===== src/rtl/shift_unit_arbiter_pkg.sv =====
// shift_arb_pkg: shared shift-op type and round-robin pick helper for the shift unit arbiter
// Provides shift_op_t, pick_t and rr_pick(valid, ptr, n) -> {found, idx}.
package shift_arb_pkg;
    typedef enum logic [1:0] {OP_LSR, OP_ASR, OP_ROR, OP_FILL} shift_op_t;
    localparam int MAX_REQ = 8;
    typedef struct packed {
        logic       found;
        logic [2:0] idx;
    } pick_t;
    // First valid index scanning upward from ptr, wrapping modulo n.
    function automatic pick_t rr_pick(input logic [MAX_REQ-1:0] valid, input logic [2:0] ptr, input int n);
        pick_t p;
        int    j;
        p = '0;
        for (int k = 0; k < MAX_REQ; k++) begin
            j = (int'(ptr) + k) % n;
            if (k < n && !p.found && valid[j]) begin
                p.found = 1'b1;
                p.idx   = 3'(j);
            end
        end
        return p;
    endfunction
endpackage


===== src/rtl/right_shift_unit.sv =====
// right_shift_unit: right shift of a by shamt with selectable fill (zero, sign, rotate, external c)
// Ports: op_i shift type, a_i operand, shamt_i amount, c_i fill bits, cf_i carry-in,
//        r_o result, cf_o carry-out (last bit shifted out, or cf_i when shamt is 0).
module right_shift_unit
    import shift_arb_pkg::*;
#(
    parameter int W = 16,
    localparam int SW = $clog2(W)
) (
    input  shift_op_t       op_i,
    input  logic [W-1:0]    a_i,
    input  logic [SW-1:0]   shamt_i,
    input  logic [W-2:0]    c_i,
    input  logic            cf_i,
    output logic [W-1:0]    r_o,
    output logic            cf_o
);
    logic [W-2:0] w_fill;
    assign w_fill = op_i == OP_ASR  ? {(W-1){a_i[W-1]}} :
                    op_i == OP_ROR  ? a_i[W-2:0] :
                    op_i == OP_FILL ? c_i : '0;
    // fill[k] lands at bit W-shamt+k; W-1-shamt equals ~shamt since W is a power of two
    assign r_o  = (a_i >> shamt_i) | ({w_fill, 1'b0} << ~shamt_i);
    assign cf_o = shamt_i == '0 ? cf_i : a_i[shamt_i - 1'b1];
endmodule


===== src/rtl/rr_arbiter.sv =====
// rr_arbiter: work-conserving round-robin arbiter with pointer advancing past each accepted winner
// Ports: clk_i/rst_i, valid_i requests, en_i slot available, grant_o one-hot winner,
//        ready_o grant gated by en_i, idx_o winner index, accept_o a grant was taken.
module rr_arbiter
    import shift_arb_pkg::*;
#(
    parameter int N = 4,
    localparam int IW = $clog2(N)
) (
    input  logic          clk_i,
    input  logic          rst_i,
    input  logic [N-1:0]  valid_i,
    input  logic          en_i,
    output logic [N-1:0]  grant_o,
    output logic [N-1:0]  ready_o,
    output logic [IW-1:0] idx_o,
    output logic          accept_o
);
    logic [IW-1:0]      r_ptr;
    logic [MAX_REQ-1:0] w_valid;
    pick_t              w_pick;
    always_comb begin
        w_valid         = '0;
        w_valid[N-1:0]  = valid_i;
    end
    assign w_pick   = rr_pick(w_valid, 3'(r_ptr), N);
    assign idx_o    = IW'(w_pick.idx);
    assign grant_o  = w_pick.found ? N'(1) << idx_o : '0;
    assign ready_o  = grant_o & {N{en_i}};
    assign accept_o = w_pick.found & en_i;
    always_ff @(posedge clk_i or posedge rst_i) begin
        if (rst_i) r_ptr <= '0;
        else if (accept_o) r_ptr <= idx_o == IW'(N-1) ? '0 : idx_o + 1'b1;
    end
endmodule


===== src/rtl/shift_unit_arbiter.sv =====
// shift_unit_arbiter: round-robin sharing of one right_shift_unit with a registered, tagged result stage
// Ports: clk_i/rst_i, per-requester req_valid_i/req_ready_o/req_op_i/req_a_i/req_b_i/req_c_i/req_cf_i,
//        result rsp_valid_o/rsp_ready_i/rsp_id_o/rsp_r_o/rsp_cf_o, busy_o mirrors rsp_valid_o.
module shift_unit_arbiter
    import shift_arb_pkg::*;
#(
    parameter int WORD_WIDTH = 16,
    parameter int NUM_REQ = 4,
    localparam int ID_W = $clog2(NUM_REQ)
) (
    input  logic                            clk_i,
    input  logic                            rst_i,
    input  logic [NUM_REQ-1:0]              req_valid_i,
    output logic [NUM_REQ-1:0]              req_ready_o,
    input  logic [NUM_REQ*2-1:0]            req_op_i,
    input  logic [NUM_REQ*WORD_WIDTH-1:0]   req_a_i,
    input  logic [NUM_REQ*WORD_WIDTH-1:0]   req_b_i,
    input  logic [NUM_REQ*(WORD_WIDTH-1)-1:0] req_c_i,
    input  logic [NUM_REQ-1:0]              req_cf_i,
    output logic                            rsp_valid_o,
    input  logic                            rsp_ready_i,
    output logic [ID_W-1:0]                 rsp_id_o,
    output logic [WORD_WIDTH-1:0]           rsp_r_o,
    output logic                            rsp_cf_o,
    output logic                            busy_o
);
    localparam int W  = WORD_WIDTH;
    localparam int SW = $clog2(W);
    logic               r_valid, r_cf;
    logic [ID_W-1:0]    r_id;
    logic [W-1:0]       r_r;
    logic               w_en, w_acc, w_cf, w_cfo;
    logic [NUM_REQ-1:0] w_grant;
    logic [ID_W-1:0]    w_idx;
    logic [1:0]         w_op;
    logic [W-1:0]       w_a, w_r;
    logic [SW-1:0]      w_s;
    logic [W-2:0]       w_c;
    // reset also blocks grants so no request is accepted while rst_i is high
    assign w_en = (~r_valid | rsp_ready_i) & ~rst_i;
    rr_arbiter #(.N(NUM_REQ)) u_arb (
        .clk_i    (clk_i),
        .rst_i    (rst_i),
        .valid_i  (req_valid_i),
        .en_i     (w_en),
        .grant_o  (w_grant),
        .ready_o  (req_ready_o),
        .idx_o    (w_idx),
        .accept_o (w_acc)
    );
    // one-hot AND-OR mux: all zeros when nobody is granted
    always_comb begin
        w_op = '0;
        w_a  = '0;
        w_s  = '0;
        w_c  = '0;
        w_cf = 1'b0;
        for (int i = 0; i < NUM_REQ; i++) begin
            w_op = w_op | (w_grant[i] ? req_op_i[i*2 +: 2] : '0);
            w_a  = w_a  | (w_grant[i] ? req_a_i[i*W +: W] : '0);
            w_s  = w_s  | (w_grant[i] ? req_b_i[i*W +: SW] : '0);
            w_c  = w_c  | (w_grant[i] ? req_c_i[i*(W-1) +: W-1] : '0);
            w_cf = w_cf | (w_grant[i] & req_cf_i[i]);
        end
    end
    right_shift_unit #(.W(W)) u_rsu (
        .op_i    (shift_op_t'(w_op)),
        .a_i     (w_a),
        .shamt_i (w_s),
        .c_i     (w_c),
        .cf_i    (w_cf),
        .r_o     (w_r),
        .cf_o    (w_cfo)
    );
    always_ff @(posedge clk_i or posedge rst_i) begin
        if (rst_i) begin
            r_valid <= 1'b0;
            r_id    <= '0;
            r_r     <= '0;
            r_cf    <= 1'b0;
        end else if (w_acc) begin
            r_valid <= 1'b1;
            r_id    <= w_idx;
            r_r     <= w_r;
            r_cf    <= w_cfo;
        end else if (rsp_ready_i) begin
            r_valid <= 1'b0;
        end
    end
    assign rsp_valid_o = r_valid;
    assign rsp_id_o    = r_id;
    assign rsp_r_o     = r_r;
    assign rsp_cf_o    = r_cf;
    assign busy_o      = r_valid;
endmodule


===== config.mk =====
export PLATFORM = sky130hd
export DESIGN_NAME = shift_unit_arbiter
export DESIGN_NICKNAME = d
export VERILOG_FILES = /design/src/rtl/shift_unit_arbiter_pkg.sv /design/src/rtl/right_shift_unit.sv /design/src/rtl/rr_arbiter.sv /design/src/rtl/shift_unit_arbiter.sv
export SDC_FILE = /design/constraint.sdc
export NUM_CORES = 1
export LEC_CHECK = 0
export CORE_UTILIZATION = 38
export DETAILED_ROUTE_END_ITERATION = 10
export MAX_ROUTING_LAYER = met4
export PLACE_DENSITY = 0.88
export SYNTH_ARGS = -nofsm -noshare
export SYNTH_HDL_FRONTEND = slang
export SYNTH_SLANG_ARGS = --single-unit

===== constraint.sdc =====
create_clock -name clk_i -period 4.85 [get_ports clk_i]
set_input_delay 0.7275 -clock clk_i [delete_from_list [all_inputs] [get_ports clk_i]]
set_output_delay 0.7275 -clock clk_i [all_outputs]
set_load 0.05 [all_outputs]

==> results.sh <==
export IMPL_grt_start_max_net_pins=26
export IMPL_synthSimpleGateAreaFrac_pct=15.51
export IMPL_drc=0
export IMPL_cp_max_fo=23
export IMPL_htree_levels=1
export IMPL_criticalPathCategory="in -> reg"
export IMPL_synth_main_ff_cell="dfrtp_1"
export IMPL_io_pins=232
export IMPL_synth_compound_gate_area_share_pct=45.67
export IMPL_die_height_um=98.86
export IMPL_first_pass_iters=5
export IMPL_die_w_um=98.86
export IMPL_fin_hold_ws_ns=0.4994
export IMPL_synth_xor_area_share_pct=0
export IMPL_synth_cells=468
export IMPL_synth_most_common_cell="a22oi_1"
export IMPL_max_stage_delay_ns=0.60
export IMPL_drtIter0Drc=390
export IMPL_max_freq_mhz=222.4
export IMPL_num_nets_final=861
export IMPL_synth_common_cells="81 x a22oi_1, 66 x nand2_1, 40 x a21oi_1, 37 x mux2i_1, 24 x buf_2"
export IMPL_worst_path_buf_inv=2
export IMPL_tritoncts="done"
export IMPL_ys_ff_latch=22
export IMPL_synth_area_per_cell_sq_um=7.617
export IMPL_fp_coreArea_sq_mm=0.008891
export IMPL_ys_seq_area_share_pct=15.44
export IMPL_leakage_uw=0.002237
export IMPL_post_place_ws_ns=0.1890
export IMPL_dp_hpwl_um=13070
export IMPL_hold_buffers=0
export IMPL_clk_pin_slew_ns=0.09
export IMPL_start_util_pct=40.09
export IMPL_viasPerCell=6.546
export IMPL_synth_top_area_share_pct=17.06
export IMPL_path_cells="clkdlybuf4s50_1, a21oi_1, o21a_1, o22ai_1, ha_1, buf_4, a22oi_1, a21oi_1, mux2i_1, mux2_2, mux2i_1, nor2_1, o31ai_1"
export IMPL_slew_headroom_pct=34.74
export IMPL_postLayoutCellArea_sq_mm=0.005695
export IMPL_grt_pass1_wl_um=25560
export IMPL_rsz0062_at_grt="false"
export IMPL_vdd_ir_drop_worst_mv=0.2491
export IMPL_routed_wl_um=16240
export IMPL_drive_gt1_share_pct=10.65
export IMPL_slowest_stage="clkdlybuf4s50_1"
export IMPL_routedWlPerCell_um=21.49
export IMPL_setup_tns_ns=0
export IMPL_slew_viol_final=0
export IMPL_worst_slack_ns=0.3536
export IMPL_synth_net_count=680
export IMPL_antenna_found_initial=0
export IMPL_area_delta_synth_final_pct=59.78
export IMPL_hold_viol_final=0
export IMPL_synth_edff_count=0
export IMPL_clk_latency_ns=0.27
export IMPL_place_congestion=0.9636
export IMPL_rows=34
export IMPL_n_antenna_cell=0
export IMPL_async_flop_share_pct=100.0
export IMPL_power_uw=3193
export IMPL_synthMuxAreaShare_pct=14.88
export IMPL_tightest_slew_ns=0.9716
export IMPL_finalSetupViolCount=0
export IMPL_grtUsageTotal_pct=34.01
export IMPL_cp_arrival_ns=4.68
export IMPL_drv_cap=0
export IMPL_hp_class="reg -> reg"
export IMPL_cts_buffers=3
export IMPL_grt_overflow_total=0
export IMPL_synth_largest_area_cell="a22oi_1"
export IMPL_numClockSinks=22
export IMPL_clock_skew_ns=0.004161
export IMPL_required_ns=5.03
export IMPL_synth_area_leaders="a22oi_1 17%, dfrtp_1 15%, mux2i_1 10%"
export IMPL_power_density_mw_per_mm2=560.5
export IMPL_synth_fa_ha_area_share_pct=1.755
export IMPL_yosysUniqueCellTypes=62
export IMPL_antenna_left=0
export IMPL_syn_area_sq_mm=0.003565
export IMPL_portBuffers=183
export IMPL_placedInstanceArea_sq_mm=0.005624
export IMPL_num_vias=4949
export IMPL_cts_root_buffer="clkbuf_8"
export IMPL_clk_path_buf_depth=2
export IMPL_ys_warn_count=0
export IMPL_die_area_sq_mm=0.009772
export IMPL_cts_resized=0
export IMPL_critical_path_top_delay_family="compound AO/OA/AOI/OAI gates"
export IMPL_cp_end_kind="flop"
export IMPL_finalCritPeriodShare_pct=92.71
export IMPL_post_cts_buffers=0
export IMPL_finalWorstPathRequiredPeriod_ns=4.496
export IMPL_first_global_vias=4925
export IMPL_synth_top_family_by_area="compound AO/OA/AOI/OAI gates"
export IMPL_start_kind="input port"
export IMPL_status="completed"
[kinds of logic (layout without fill, tap and decap cells)]
logic type | Yosys count | after routing
AOI/OAI and AO/OA | 221 | 221
muxes | 47 | 47
buffers and inverters | 49 | 229
adders and majority gates | 5 | 5
and+or+nand+nor | 124 | 124
DFF | 22 | 22
[layout by cell type (no fill, tap or decap), drive strengths merged, types with 4 or more instances in the layout]
master           n
nand3           18
inv              6
a211oi           7
buf             40
ha               5
mux4             4
clkdlybuf4s50  179
a22o             5
mux2i           38
and2             5
o22ai            8
o211ai          17
a221o            5
a22oi           81
a21oi           44
nor2            19
a221oi           7
mux2             5
nand2           66
o31ai            6
dfrtp           22
and3             6
o21ai           11
[through the flow]
stage / cells / utilization, %
after floorplan: 468 / -
after global placement: 752 / 63.26
after detailed placement: 752 / 63.26
after CTS: 756 / 64.06
after global routing: 756 / 64.06
final: 756 / 64.06
[worst paths after layout]
path                                            startpoint                      end  slack (ns)  depth (start not counted)
min in group asynchronous                            rst_i   rsp_r_o[1]$_DFFE_PP0P_        0.84                          3
worst max register to register  u_arb.r_ptr[1]$_DFFE_PP0P_  rsp_r_o[12]$_DFFE_PP0P_        0.91                         13
worst min register to register      rsp_r_o[0]$_DFFE_PP0P_   rsp_r_o[0]$_DFFE_PP0P_        0.50                          2
worst min-delay path                rsp_r_o[0]$_DFFE_PP0P_   rsp_r_o[0]$_DFFE_PP0P_        0.50                          2
max in group asynchronous                            rst_i  rsp_r_o[12]$_DFFE_PP0P_        3.78                          3
worst max-delay path                        req_valid_i[0]   rsp_r_o[0]$_DFFE_PP0P_        0.35                         13
[power breakdown]
part           internal [uW]  switching [uW]
sequential               261            49.6
combinational           1060            1650
clock                    110            67.9
total                   1430            1760
[worst reg2reg max path: stages (launching register included)]
cell       delay (ns)
dfrtp_1          0.46
mux2i_1          0.25
nor2_1           0.06
nor3_1           0.39
inv_1            0.13
ha_1             0.36
buf_4            0.29
a22oi_1          0.34
nand2_1          0.22
o211ai_1         0.39
mux2i_1          0.21
a221oi_1         0.37
a2bb2oi_1        0.21
o311ai_1         0.12
[registers in the layout, indices dropped and copies added (netlist names)]
register and cells:
rsp_r_o 16, rsp_cf_o 1, busy_o 1, u_arb.r_ptr 2, rsp_id_o 2
[final cells by class]
type                       count  area (sq um)
sequential                    22         550.5
tap                          108         135.1
clock buffer                   3         41.29
inverter                       6         22.52
clock inverter                 1         30.03
multi-input combinational    397          2774
fill                         769          3196
timing repair buffer         219          2142
[routing by layer]
layer	global-route usage [%]	up-vias	share of wire [%]
met5	-	-	0
met4	9.874	0	2.9
met3	4.610	48	8.4
met2	56.70	324	47
met1	42.87	2340	41
li1	-	2237	-
Note: power is estimated with default switching activity, not from simulation.
